<file path="config.mk">
export PLATFORM = sky130hd
export DESIGN_NAME = ps2_key_tracker
export DESIGN_NICKNAME = d
export VERILOG_FILES = /design/src/rtl/ps2_pkg.sv /design/src/rtl/ps2_held_table.sv /design/src/rtl/ps2_key_tracker.sv
export SDC_FILE = /design/constraint.sdc
export NUM_CORES = 1
export LEC_CHECK = 0
export BUFFER_PORTS_ARGS = -buffer_cell sky130_fd_sc_hd__buf_2
export CORE_MARGIN = 5
export CORE_UTILIZATION = 58
export CTS_CLUSTER_SIZE = 20
export DETAILED_ROUTE_END_ITERATION = 10
export GPL_TIMING_DRIVEN = 0
export PLACE_DENSITY = 0.8
export SKIP_LAST_GASP = 1
export SLEW_MARGIN = 25
export SYNTH_ARGS = -nofsm -noshare
export SYNTH_HDL_FRONTEND = slang
export SYNTH_HIERARCHICAL = 1
export SYNTH_SLANG_ARGS = --single-unit
</file>
<file path="constraint.sdc">
create_clock -name clk -period 3.15 [get_ports clk]
set_input_delay 0.63 -clock clk [delete_from_list [all_inputs] [get_ports clk]]
set_output_delay 0.63 -clock clk [all_outputs]
set_load 0.02 [all_outputs]
</file>
<file path="src/rtl/ps2_pkg.sv">
`default_nettype none
// ============================================================================
// Module   : ps2_pkg
// Brief    : Shared constants and types for the PS/2 key tracker.
// Revision : 1.0
// ============================================================================
package ps2_pkg;

  localparam logic [7:0] PS2_BRK = 8'hF0;
  localparam logic [7:0] PS2_EXT = 8'hE0;

  typedef enum logic [1:0] {
    ST_IDLE   = 2'd0,
    ST_POP    = 2'd1,
    ST_SETTLE = 2'd2
  } pop_state_e;

  // {ext, scan code}
  typedef logic [8:0] key_code_t;

endpackage
`default_nettype wire

</file>
<file path="src/rtl/ps2_held_table.sv">
`default_nettype none
// ============================================================================
// Module   : ps2_held_table
// Brief    : Small CAM of currently held key codes; inserts at lowest free slot.
// Revision : 1.0
// ============================================================================
module ps2_held_table
  import ps2_pkg::*;
#(
  parameter int MAX_KEYS = 4
) (
  input  logic                           clk,
  input  logic                           clr,
  input  key_code_t                      code_i,
  input  logic                           insert_i,
  input  logic                           remove_i,
  output logic                           hit_o,
  output logic                           full_o,
  output logic [$clog2(MAX_KEYS+1)-1:0]  count_o
);

  localparam int COUNT_W = $clog2(MAX_KEYS + 1);

  logic [MAX_KEYS-1:0] valid_q;
  logic [MAX_KEYS-1:0] valid_d;
  logic [MAX_KEYS-1:0] match;
  logic [MAX_KEYS-1:0] free_oh;
  logic                do_insert;
  key_code_t           codes_q [MAX_KEYS];

  generate
    for (genvar i = 0; i < MAX_KEYS; i++) begin : g_match
      assign match[i] = valid_q[i] && (codes_q[i] == code_i);
    end
  endgenerate

  // Isolates the lowest clear bit of the valid vector.
  assign free_oh   = ~valid_q & (valid_q + MAX_KEYS'(1));
  assign hit_o     = |match;
  assign full_o    = &valid_q;
  assign do_insert = insert_i & ~hit_o & ~full_o;

  always_comb begin
    valid_d = valid_q;
    if (do_insert) valid_d = valid_d | free_oh;
    if (remove_i)  valid_d = valid_d & ~match;
  end

  always_ff @(posedge clk) begin
    if (clr) valid_q <= '0;
    else     valid_q <= valid_d;
  end

  generate
    for (genvar i = 0; i < MAX_KEYS; i++) begin : g_entry
      always_ff @(posedge clk) begin
        if (clr)                           codes_q[i] <= '0;
        else if (do_insert && free_oh[i])  codes_q[i] <= code_i;
      end
    end
  endgenerate

  always_comb begin
    count_o = '0;
    for (int i = 0; i < MAX_KEYS; i++) begin
      count_o = count_o + COUNT_W'(valid_q[i]);
    end
  end

endmodule
`default_nettype wire

</file>
<file path="src/rtl/ps2_key_tracker.sv">
`default_nettype none
// ============================================================================
// Module   : ps2_key_tracker
// Brief    : Pops PS/2 scan bytes, decodes make/break/extended sequences and
//            tracks held keys. Optional macro PS2_EXT_CODE_EN honours E0.
// Revision : 1.0
// ============================================================================
module ps2_key_tracker
  import ps2_pkg::*;
#(
  parameter int MAX_KEYS = 4,
  parameter int CNT_W    = 8
) (
  input  logic                           clk,
  input  logic                           clr,
  input  logic [7:0]                     kb_data,
  input  logic                           kb_ready,
  input  logic                           kb_overflow,
  output logic                           kb_nextdata_n,
  output logic                           evt_valid,
  output logic                           evt_make,
  output logic                           evt_repeat,
  output logic [8:0]                     evt_code,
  output logic [7:0]                     disp_code,
  output logic [$clog2(MAX_KEYS+1)-1:0]  held_count,
  output logic                           held_full,
  output logic [CNT_W-1:0]               press_count,
  output logic                           ovf_seen
);

  pop_state_e       state_q, state_d;
  logic [7:0]       byte_q, byte_d;
  logic             brk_q, brk_d;
  logic             ext_q, ext_d;
  logic             evt_valid_q, evt_valid_d;
  logic             evt_make_q, evt_make_d;
  logic             evt_repeat_q, evt_repeat_d;
  key_code_t        evt_code_q, evt_code_d;
  key_code_t        disp_key_q, disp_key_d;
  logic [CNT_W-1:0] press_q, press_d;
  logic             held_full_q, held_full_d;
  logic             ovf_q, ovf_d;

  logic             pop;
  logic             is_brk;
  logic             is_ext;
  logic             is_key;
  logic             do_make;
  logic             do_break;
  key_code_t        key;
  logic             tbl_hit;
  logic             tbl_full;

  assign pop      = (state_q == ST_POP);
  assign is_brk   = (byte_q == PS2_BRK);
  assign is_ext   = (byte_q == PS2_EXT);
  assign is_key   = pop & ~is_brk & ~is_ext;
  assign do_make  = is_key & ~brk_q;
  assign do_break = is_key & brk_q;
  assign key      = {ext_q, byte_q};

  ps2_held_table #(
    .MAX_KEYS (MAX_KEYS)
  ) u_table (
    .clk      (clk),
    .clr      (clr),
    .code_i   (key),
    .insert_i (do_make),
    .remove_i (do_break),
    .hit_o    (tbl_hit),
    .full_o   (tbl_full),
    .count_o  (held_count)
  );

  always_ff @(posedge clk) begin
    if (clr) begin
      state_q <= ST_IDLE;
      byte_q  <= '0;
    end else begin
      state_q <= state_d;
      byte_q  <= byte_d;
    end
  end

  always_comb begin
    state_d       = state_q;
    byte_d        = byte_q;
    kb_nextdata_n = 1'b1;
    case (state_q)
      ST_IDLE: begin
        if (kb_ready) begin
          byte_d  = kb_data;
          state_d = ST_POP;
        end
      end
      ST_POP: begin
        kb_nextdata_n = 1'b0;
        state_d       = ST_SETTLE;
      end
      ST_SETTLE: state_d = ST_IDLE;
      default:   state_d = ST_IDLE;
    endcase
  end

  always_comb begin
    brk_d        = brk_q;
    ext_d        = ext_q;
    evt_valid_d  = 1'b0;
    evt_make_d   = 1'b0;
    evt_repeat_d = 1'b0;
    evt_code_d   = '0;
    disp_key_d   = disp_key_q;
    press_d      = press_q;
    held_full_d  = held_full_q;
    ovf_d        = ovf_q | kb_overflow;

    if (is_key) begin
      evt_valid_d  = 1'b1;
      evt_make_d   = ~brk_q;
      evt_repeat_d = ~brk_q & tbl_hit;
      evt_code_d   = key;
      brk_d        = 1'b0;
      ext_d        = 1'b0;
    end
    if (pop && is_brk) brk_d = 1'b1;
`ifdef PS2_EXT_CODE_EN
    if (pop && is_ext) ext_d = 1'b1;
`endif

    // A full-table make still counts as a press but never reaches the display.
    if (do_make) begin
      if (tbl_hit || !tbl_full) disp_key_d  = key;
      if (!tbl_hit)             press_d     = press_q + CNT_W'(1);
      if (!tbl_hit && tbl_full) held_full_d = 1'b1;
    end
    if (do_break && tbl_hit && (disp_key_q == key)) disp_key_d = '0;

    if (kb_overflow) begin
      brk_d = 1'b0;
      ext_d = 1'b0;
    end
  end

  always_ff @(posedge clk) begin
    if (clr) begin
      brk_q        <= 1'b0;
      ext_q        <= 1'b0;
      evt_valid_q  <= 1'b0;
      evt_make_q   <= 1'b0;
      evt_repeat_q <= 1'b0;
      evt_code_q   <= '0;
      disp_key_q   <= '0;
      press_q      <= '0;
      held_full_q  <= 1'b0;
      ovf_q        <= 1'b0;
    end else begin
      brk_q        <= brk_d;
      ext_q        <= ext_d;
      evt_valid_q  <= evt_valid_d;
      evt_make_q   <= evt_make_d;
      evt_repeat_q <= evt_repeat_d;
      evt_code_q   <= evt_code_d;
      disp_key_q   <= disp_key_d;
      press_q      <= press_d;
      held_full_q  <= held_full_d;
      ovf_q        <= ovf_d;
    end
  end

  assign evt_valid   = evt_valid_q;
  assign evt_make    = evt_make_q;
  assign evt_repeat  = evt_repeat_q;
  assign evt_code    = evt_code_q;
  assign disp_code   = disp_key_q[7:0];
  assign held_full   = held_full_q;
  assign press_count = press_q;
  assign ovf_seen    = ovf_q;

endmodule
`default_nettype wire
</file>
# [Yosys cells after proc, flatten, opt, wreduce, memory -nomap -nowiden]
# Memories as Yosys holds them, arrays and structs flattened.
# Index checks and enable logic that the tools add are counted.
# W data, S select, Z words.
[word_totals] ff_bits=44 mem_bits_rw=32 in_bits=12 out_inout_bits=34 n_memories=1
[op_classes] n_addsub=5 n_eq_ne=9 n_mux=26 bitwise_logic=23 n_reduce_logical=26
[memory_table] name="u_table.codes_q" words=4 width=8 rd=4 rd_clocked_by_memory_dff=0 wr=4 line="ps2_held_table.sv:29" text="key_code_t codes_q [MAX_KEYS];"
[op_table] op="$eq A9 B8 Y1" count=4
[op_table] op="$mux W8" count=4
[op_table] op="$mux W1" count=18
[op_table] op="$eq A8 B8 Y1 const B" count=2
[op_table] op="$logic_and A1 B1 Y1" count=12
[op_table] op="$add A8 B1 Y8 const B" count=1
[op_table] op="$and A4 B4 Y4" count=2
[op_table] op="$eq A8 B8 Y1" count=1
[op_table] op="$mux W4" count=2
[op_table] op="$not A4 Y4" count=2
[op_table] op="$reduce_and A2 Y1" count=4
[op_table] op="$and A1 B1 Y1" count=7
[op_table] op="$add A3 B1 Y3" count=2
[op_table] op="$not A1 Y1" count=6
[op_table] op="$reduce_or A2 Y1" count=3
[op_table] op="$or A1 B1 Y1" count=5
[op_table] op="$add A4 B1 Y4 const B" count=1
[op_table] op="$or A4 B4 Y4" count=1
[op_table] op="$pmux W2 S2" count=1
[op_table] op="$reduce_and A4 Y1" count=1
[op_table] op="$reduce_or A4 Y1" count=1
[op_table] op="$add A1 B1 Y2" count=1
[op_table] op="$eq A2 B1 Y1 const B" count=1
[op_table] op="$logic_not A1 Y1" count=2
[op_table] op="5 further kinds" count=5

# [Longest topological paths before layout]
# Gate-level depths: netlist (run 1).
[logic_depth] depth_word=12 depth_mapped=9 mapped_depth_nobuf=8

# [Cells and area by module]
# The synthesis (run 1) kept the hierarchy.
[modules_own_cells] module="ps2_held_table" instances=1 cells_each=182 area_per_inst_um2=2108.3
[modules_own_cells] module="ps2_key_tracker" instances=1 cells_each=171 area_per_inst_um2=1661.6

# [Worst setup path after synthesis (run 1)]
# OpenSTA, ideal clock, no wires.
[synth_path] kind="flip-flop to flip-flop" startpoint="register byte_q[5]" endpoint="register disp_key_q[0]" setup_ps=139 arrival_ps=2164 required_ps=3011 slack_ps=847 path_stages_with_launch=10 path_buffers=2 period_less_slack_ps=2303 path_cell_list="dfxtp_1 -> buf_2 -> xnor2_1 -> nand4_1 -> nor4_2 -> or4_1 -> clkbuf_1 -> nand2_1 -> o41ai_4 -> a21oi_1"
[synth_between] elab_cells_between_ends=23 classes_between="eq/ne: 7; bitwise: 6; reduce/logical: 10"
[synth_rtl] item="start: declaration" line="ps2_key_tracker.sv:32" text="logic [7:0] byte_q, byte_d;"
[synth_rtl] item="start signal: assignment" line="ps2_key_tracker.sv:81" text="byte_q <= byte_d;"
[synth_rtl] item="$eq A9 B8 Y1" line="ps2_held_table.sv:33" text="assign match[i] = valid_q[i] && (codes_q[i] == code_i);"
[synth_rtl] item="$logic_and A1 B1 Y1" line="ps2_held_table.sv:33"
[synth_rtl] item="$reduce_or A4 Y1 (*)" line="ps2_held_table.sv:39" text="assign hit_o = |match;"
[synth_rtl] item="named net tbl_hit" line="ps2_key_tracker.sv:51" text="logic tbl_hit;"
[synth_rtl] item="$logic_and A1 B1 Y1 (2 in a row)" line="ps2_key_tracker.sv:136" text="if (do_break && tbl_hit && (disp_key_q == key)) disp_key_d = '0;"
[synth_rtl] item="$reduce_or A2 Y1 (no source line)"
[synth_rtl] item="end signal: assignment" line="ps2_key_tracker.sv:163" text="disp_key_q <= disp_key_d;"
[synth_rtl] item="end: declaration" line="ps2_key_tracker.sv:39" text="key_code_t disp_key_q, disp_key_d;"
# The timed path passes the listed nets; every way through them passes the cells marked *.
# A chain may end at the register's enable or synchronous reset.

# [Worst setup path in the final report (run 1)]
[layout_path] startpoint="register byte_q[7]" endpoint="register disp_key_q[6]"
# Same word-level chain as after synthesis.

==> flow_summary.yaml, run 1 <==
setup_path:
  cp_top_family: "simple AND/OR/NAND/NOR gates"
  end_kind: "flip-flop"
  slowest_delay_ps: 490
  start_kind: "flip-flop"
  worstPathCellList: "buf_2, xnor2_1, nand4_1, nor3_1, or4_1, clkbuf_1, nand2_1, o41ai_4, a21oi_1"
  crit_fanout: 10
  path_buf_inv: 2
  critPathSlowestCell: "o41ai_4"
  cp-startpoint: "byte_q[7]"
  arrival_ps: 3250
  required_ps: 3370
  path_class: "reg -> reg"
  r2r-start: "byte_q[7]"
global_routing:
  grt_max_degree: 15
  antenna_found_initial: 0
  grt_pass1_vias: 2755
  grt_usage_pct: 20.97
  met1_usage_pct: 26.67
  grt_util_met3_pct: 4.917
  grt_first_pass_wirelength_mm: 13.74
  gr-total-overflow: 0
  grt-busiest-layer: "met2"
  grt_use_met2_pct: 34.62
min_path:
  hold_class: "in -> reg"
  hold_path_startpoint: "kb_overflow"
pwr:
  swShare_pct: 25.29
  power_switching_mw: 0.5640
  clockPowerShare_pct: 37.7
  p_comb_share_pct: 10.8
  power_mw: 2.230
  power_leakage_nw: 1.707
  seqPwrFrac_pct: 51.6
  ir_drop_mv: 0.3461
  p_per_area_mw_per_mm2: 515.4
  p_int_mw: 1.666
clock_network:
  insertion_delay_ps: 360
  cts_tree: "yes"
  cts_root_buf: "clkbuf_8"
  clk_pin_slew_worst_paths_ps: 80
  clk_path_buf_depth: 2
  h-tree-depth: 3
  cts_buffers: 9
  post_cts_resized: 0
  postCtsSetupBuffers: 0
  cts_num_sinks: 80
  cts_hold_buf: 0
sta:
  finClkSkew_ps: 9.927
  fin_setup_tns_ps: 0
  rsz0062_at_grt: "false"
  setup_viol_count_final: 0
  post-route-period-util_pct: 96.12
  setup_slack_ps: 122.2
  slew_headroom_pct: 57.85
  post-route-min-period_ps: 3028
  fmax_ghz: 0.3303
  slew_viol_final: 0
  worst-slew-pin-transition_ps: 627.5
  hold_violations: 0
  holdWs_ps: 470.1
synthesis:
  synth_area_mm2: 0.003770
  async_flop_share_pct: 0
  syn_inst: 353
  syn_avg_cell_area_um2: 10.68
  synth_edf_count: 36
  synth.area.top_cells: "edfxtp_1, dfxtp_1, xnor2_1"
  ys_seq_elements: 80
  synth.distinct_cells: 56
  synth_commonest_cells: "nor2_1, dfxtp_1, xnor2_1, edfxtp_1"
  yosys_most_used_dff: "dfxtp_1"
  synth.most_common_cell: "nor2_1"
  synth.top_cell.area_share_pct: 28.68
  yosysWarnings: 6
  yosys.area.top_type: "edfxtp_1"
  ys_seq_area_share_pct: 52.04
drt:
  vias: 2766
  ant_nets: 0
  wl_per_cell_um: 16.71
  wirelength_mm: 8.205
  remaining_drc_errors: 0
  viasPerCell: 5.633
  dr.pass1.iters: 4
  drt_iter0_drc: 197
final_layout:
  area_growth_pct: 14.80
  stdcell_count: 491
  final_util_pct: 68.16
  diodes: 0
  finalNetCount: 428
  fill_cells: 491
  drive_above_1_share_pct: 22.71
  ff_latch_area_mm2: 0.001962
  design_area_mm2: 0.004328
  multi_input_area_mm2: 0.001663
floorplanning:
  die_width_um: 90.62
  start_util_pct: 59.37
  rows: 29
  io_pins: 46
  dieHeight_um: 90.62
  core_mm2: 0.006350
  dieArea_mm2: 0.008212
flow_run:
  maxCapViolCount: 0
placed_design:
  dpl_worst_slack_ps: 192.5
  portBuffers: 44
  place_inst: 475
  place_congestion: 0.8611
  postPlaceCellArea_mm2: 0.004090
  dpl.hpwl_mm: 5.833
status:
  outcome: "complete, no violations"
## cell usage in the layout, fill, tap and decap left out, drive strengths merged, types with 2 or more instances in the layout
cell	n
and2b	2
or4	3
xnor2	42
inv	14
nand4	10
o311ai	2
xor2	2
nand4b	2
ha	6
nand2b	15
and2	5
a21oi	17
dfxtp	44
mux2i	8
nand2	8
nor3	3
conb	2
and4	2
edfxtp	36
buf	59
nor2	51
o21ai	13
nor4	4
nand3b	3
and3	5
bufinv	2
or2	2
clkinvlp	2
o41ai	3
nand3	15
o211ai	3
or3	4
a211oi	2
clkbuf	15
## worst reg2reg max path, cell delays in order, from the launching register on
cell and delay (ps):
dfxtp_1 480, buf_2 290, xnor2_1 160, nand4_1 130
nor3_1 470, or4_1 270, clkbuf_1 360, nand2_1 160
o41ai_4 490, a21oi_1 90
## power groups by stage
stage | clock network, mW | registers, mW | logic [mW]
detailed placement | 0 | 1.17 | 0.233
global placement | 0 | 1.17 | 0.228
global route | 0.895 | 1.16 | 0.263
floorplan | 0 | 1.17 | 0.171
CTS | 0.849 | 1.15 | 0.236
finish | 0.840 | 1.15 | 0.241
## per-layer routing
metal	wire, µm	vias up
li1	-	1331
met2	4043	83
met5	0	-
met1	3543	1339
met3	485	13
met4	132	0
## path summary, 6_finish.rpt
| kind | cells past startpoint | to | slack, ps |
|---|---|---|---|
| min | 2 | brk_q | 470 |
| max | 9 | disp_key_q[6] | 120 |
| max reg2reg | 9 | disp_key_q[6] | 120 |
| min reg2reg | 2 | ovf_seen | 480 |
## sequential cells by signal, summed over array words and instances, names as in the netlist
signal,cells
brk_q,1
byte_q,8
disp_key_q,8
evt_code,8
evt_make,1
evt_repeat,1
evt_valid,1
held_full,1
ovf_seen,1
press_count,8
state_q,2
u_table/codes_q,36
u_table/valid_q,4
## layout make-up
| cell class | instances | area share (%) |
|---|---|---|
| flip-flops and latches | 80 | 45.33 |
| inverters | 13 | 1.127 |
| clock inverters | 6 | 2.139 |
| plain buffers | 20 | 2.718 |
| clock buffers | 10 | 2.949 |
| well taps | 77 | 2.226 |
| multi-input cells | 241 | 38.42 |
| repair buffers | 44 | 5.088 |
## kinds of logic (layout without fill, tap and decap cells)
logic type | after synthesis | after routing | share of synthesized area (%)
AND/OR/NAND/NOR | 136 | 136 | 20.35
flip-flops | 80 | 80 | 52.04
AO/OA/AOI/OAI | 44 | 44 | 8.231
XOR/XNOR | 44 | 44 | 10.22
buffers and inverters | 33 | 93 | 4.413
multiplexers | 8 | 8 | 2.124
adder cells (fa/ha/maj) | 7 | 7 | 2.522
other | 1 | 2 | 0.09947
Note: power is estimated with default switching activity, not from simulation.
==> run 2, diff against run 1 <==
- CORE_UTILIZATION: 58 -> 59
- CTS_BUF_LIST: default -> sky130_fd_sc_hd__clkbuf_8
- PLACE_DENSITY: 0.8 -> 0.81
- SKIP_CTS_REPAIR_TIMING: default -> 1
==> flow_summary.yaml, run 2 (same netlist as run 1, synthesis figures left out) <==
sta:
  post-route-period-util_pct: 95.62
  finClkSkew_ps: 9.718
  setup_viol_count_final: 0
  slew_viol_final: 0
  fmax_ghz: 0.3320
  hold_violations: 0
  fin_setup_tns_ps: 0
  worst-slew-pin-transition_ps: 611.9
  slew_headroom_pct: 58.90
  post-route-min-period_ps: 3012
  holdWs_ps: 454.3
status:
  outcome: "complete, no violations"
pwr:
  p_per_area_mw_per_mm2: 507.0
  power_leakage_nw: 1.723
  ir_drop_mv: 0.3043
clock_network:
  cts_tree: "yes"
  clk_path_buf_depth: 2
  cts_num_sinks: 80
  insertion_delay_ps: 360
  h-tree-depth: 3
  cts_buffers: 9
  clk_pin_slew_worst_paths_ps: 90
  cts_root_buf: "clkbuf_8"
floorplanning:
  core_mm2: 0.006277
  rows: 29
  dieArea_mm2: 0.008088
  start_util_pct: 60.06
  dieHeight_um: 89.94
  io_pins: 46
  die_width_um: 89.94
final_layout:
  stdcell_count: 493
  finalNetCount: 430
  design_area_mm2: 0.004330
  fill_cells: 465
  final_cell_mix: "buf_2, nor2_1, dfxtp_1, xnor2_1, edfxtp_1"
  area_growth_pct: 14.87
  largest_reg_flops: 36
  diodes: 0
  final_common_cell: "buf_2"
  drive_above_1_share_pct: 23.56
  regMostFlops: "u_table/codes_q"
drt:
  wl_per_cell_um: 16.65
  ant_nets: 0
  remaining_drc_errors: 0
  dr.pass1.iters: 4
  viasPerCell: 5.609
  drt_iter0_drc: 183
  wirelength_mm: 8.210
  vias: 2765
placed_design:
  portBuffers: 44
  postPlaceCellArea_mm2: 0.004090
  dpl.hpwl_mm: 5.730
  place_congestion: 0.8591
  place_inst: 475
global_routing:
  gr-total-overflow: 0
  grt_max_degree: 15
  grt_usage_pct: 20.33
  grt_first_pass_wirelength_mm: 13.25
  antenna_found_initial: 0
  grt_pass1_vias: 2659
setup_path:
  end_kind: "flip-flop"
  required_ps: 3390
  crit_fanout: 10
  arrival_ps: 3250
  start_kind: "flip-flop"
  path_class: "reg -> reg"
min_path:
  hold_class: "in -> reg"
flow_run:
  maxCapViolCount: 0
run 2: cell types whose count changed in the layout (fill, tap and decap cells not counted), moves of 2 or more:
cell,before,now
clkinvlp_4,2,0
buf_4,2,4
clkbuf_8,9,11
inv_4,0,2
run 2: worst max-delay path, cell delays in order (launching register included):
cell,delay [ps]
dfxtp_1,490
clkbuf_2,260
xnor2_1,150
nand4_1,220
nor4_4,400
or4_1,260
clkbuf_1,340
nand2_1,160
o41ai_4,340
buf_4,190
a21oi_1,60
run 2: metal layers:
metal / vias up / wire (µm) / GRT usage (%)
met4: 0 / 145 / 7.444
met2: 68 / 3964 / 32.32
li1: 1336 / - / -
met1: 1348 / 3651 / 27.07
met3: 13 / 449 / 4.841
met5: - / 0 / 0
run 2: layout make-up:
type | count | area [µm²] | share of cell area (%)
Buffer | 20 | 117.6 | 2.716
Clock inverter | 5 | 60.06 | 1.387
Tap cell | 77 | 96.34 | 2.225
Timing Repair Buffer | 46 | 235.2 | 5.432
Inverter | 13 | 48.80 | 1.127
Clock buffer | 11 | 151.4 | 3.496
Sequential cell | 80 | 1962 | 45.30
Multi-Input combinational cell | 241 | 1659 | 38.31
run 2: worst paths after layout:
check	startpoint	endpoint	slack [ps]	cells past startpoint
setup / recovery	byte_q[0]	disp_key_q[7]	140	10
setup reg to reg	byte_q[0]	disp_key_q[7]	140	10
hold / removal	kb_overflow	brk_q	450	2
hold reg to reg	ovf_seen	ovf_seen	490	2
run 2: power breakdown:
part / total (mW) / switching, mW / internal [mW] / leakage [nW]
clock: 0.804 / 0.390 / 0.415 / 0.111
combinational: 0.240 / 0.142 / 0.0978 / 0.881
sequential: 1.15 / 0.0311 / 1.12 / 0.731
total: 2.20 / 0.563 / 1.63 / 1.72
run 2: metrics by stage:
| stage | utilization (%) | setup WS, ps | total power, mW |
|---|---|---|---|
| final | 68.99 | 138.0 | 2.195 |
| after global routing | 68.99 | -25.19 | 2.278 |
| after CTS | 68.53 | 113.0 | 2.197 |
| after detailed placement | 65.16 | 144.2 | 1.407 |
| after global placement | 65.16 | 215.7 | 1.399 |
| after floorplan | - | 846.5 | 1.344 |
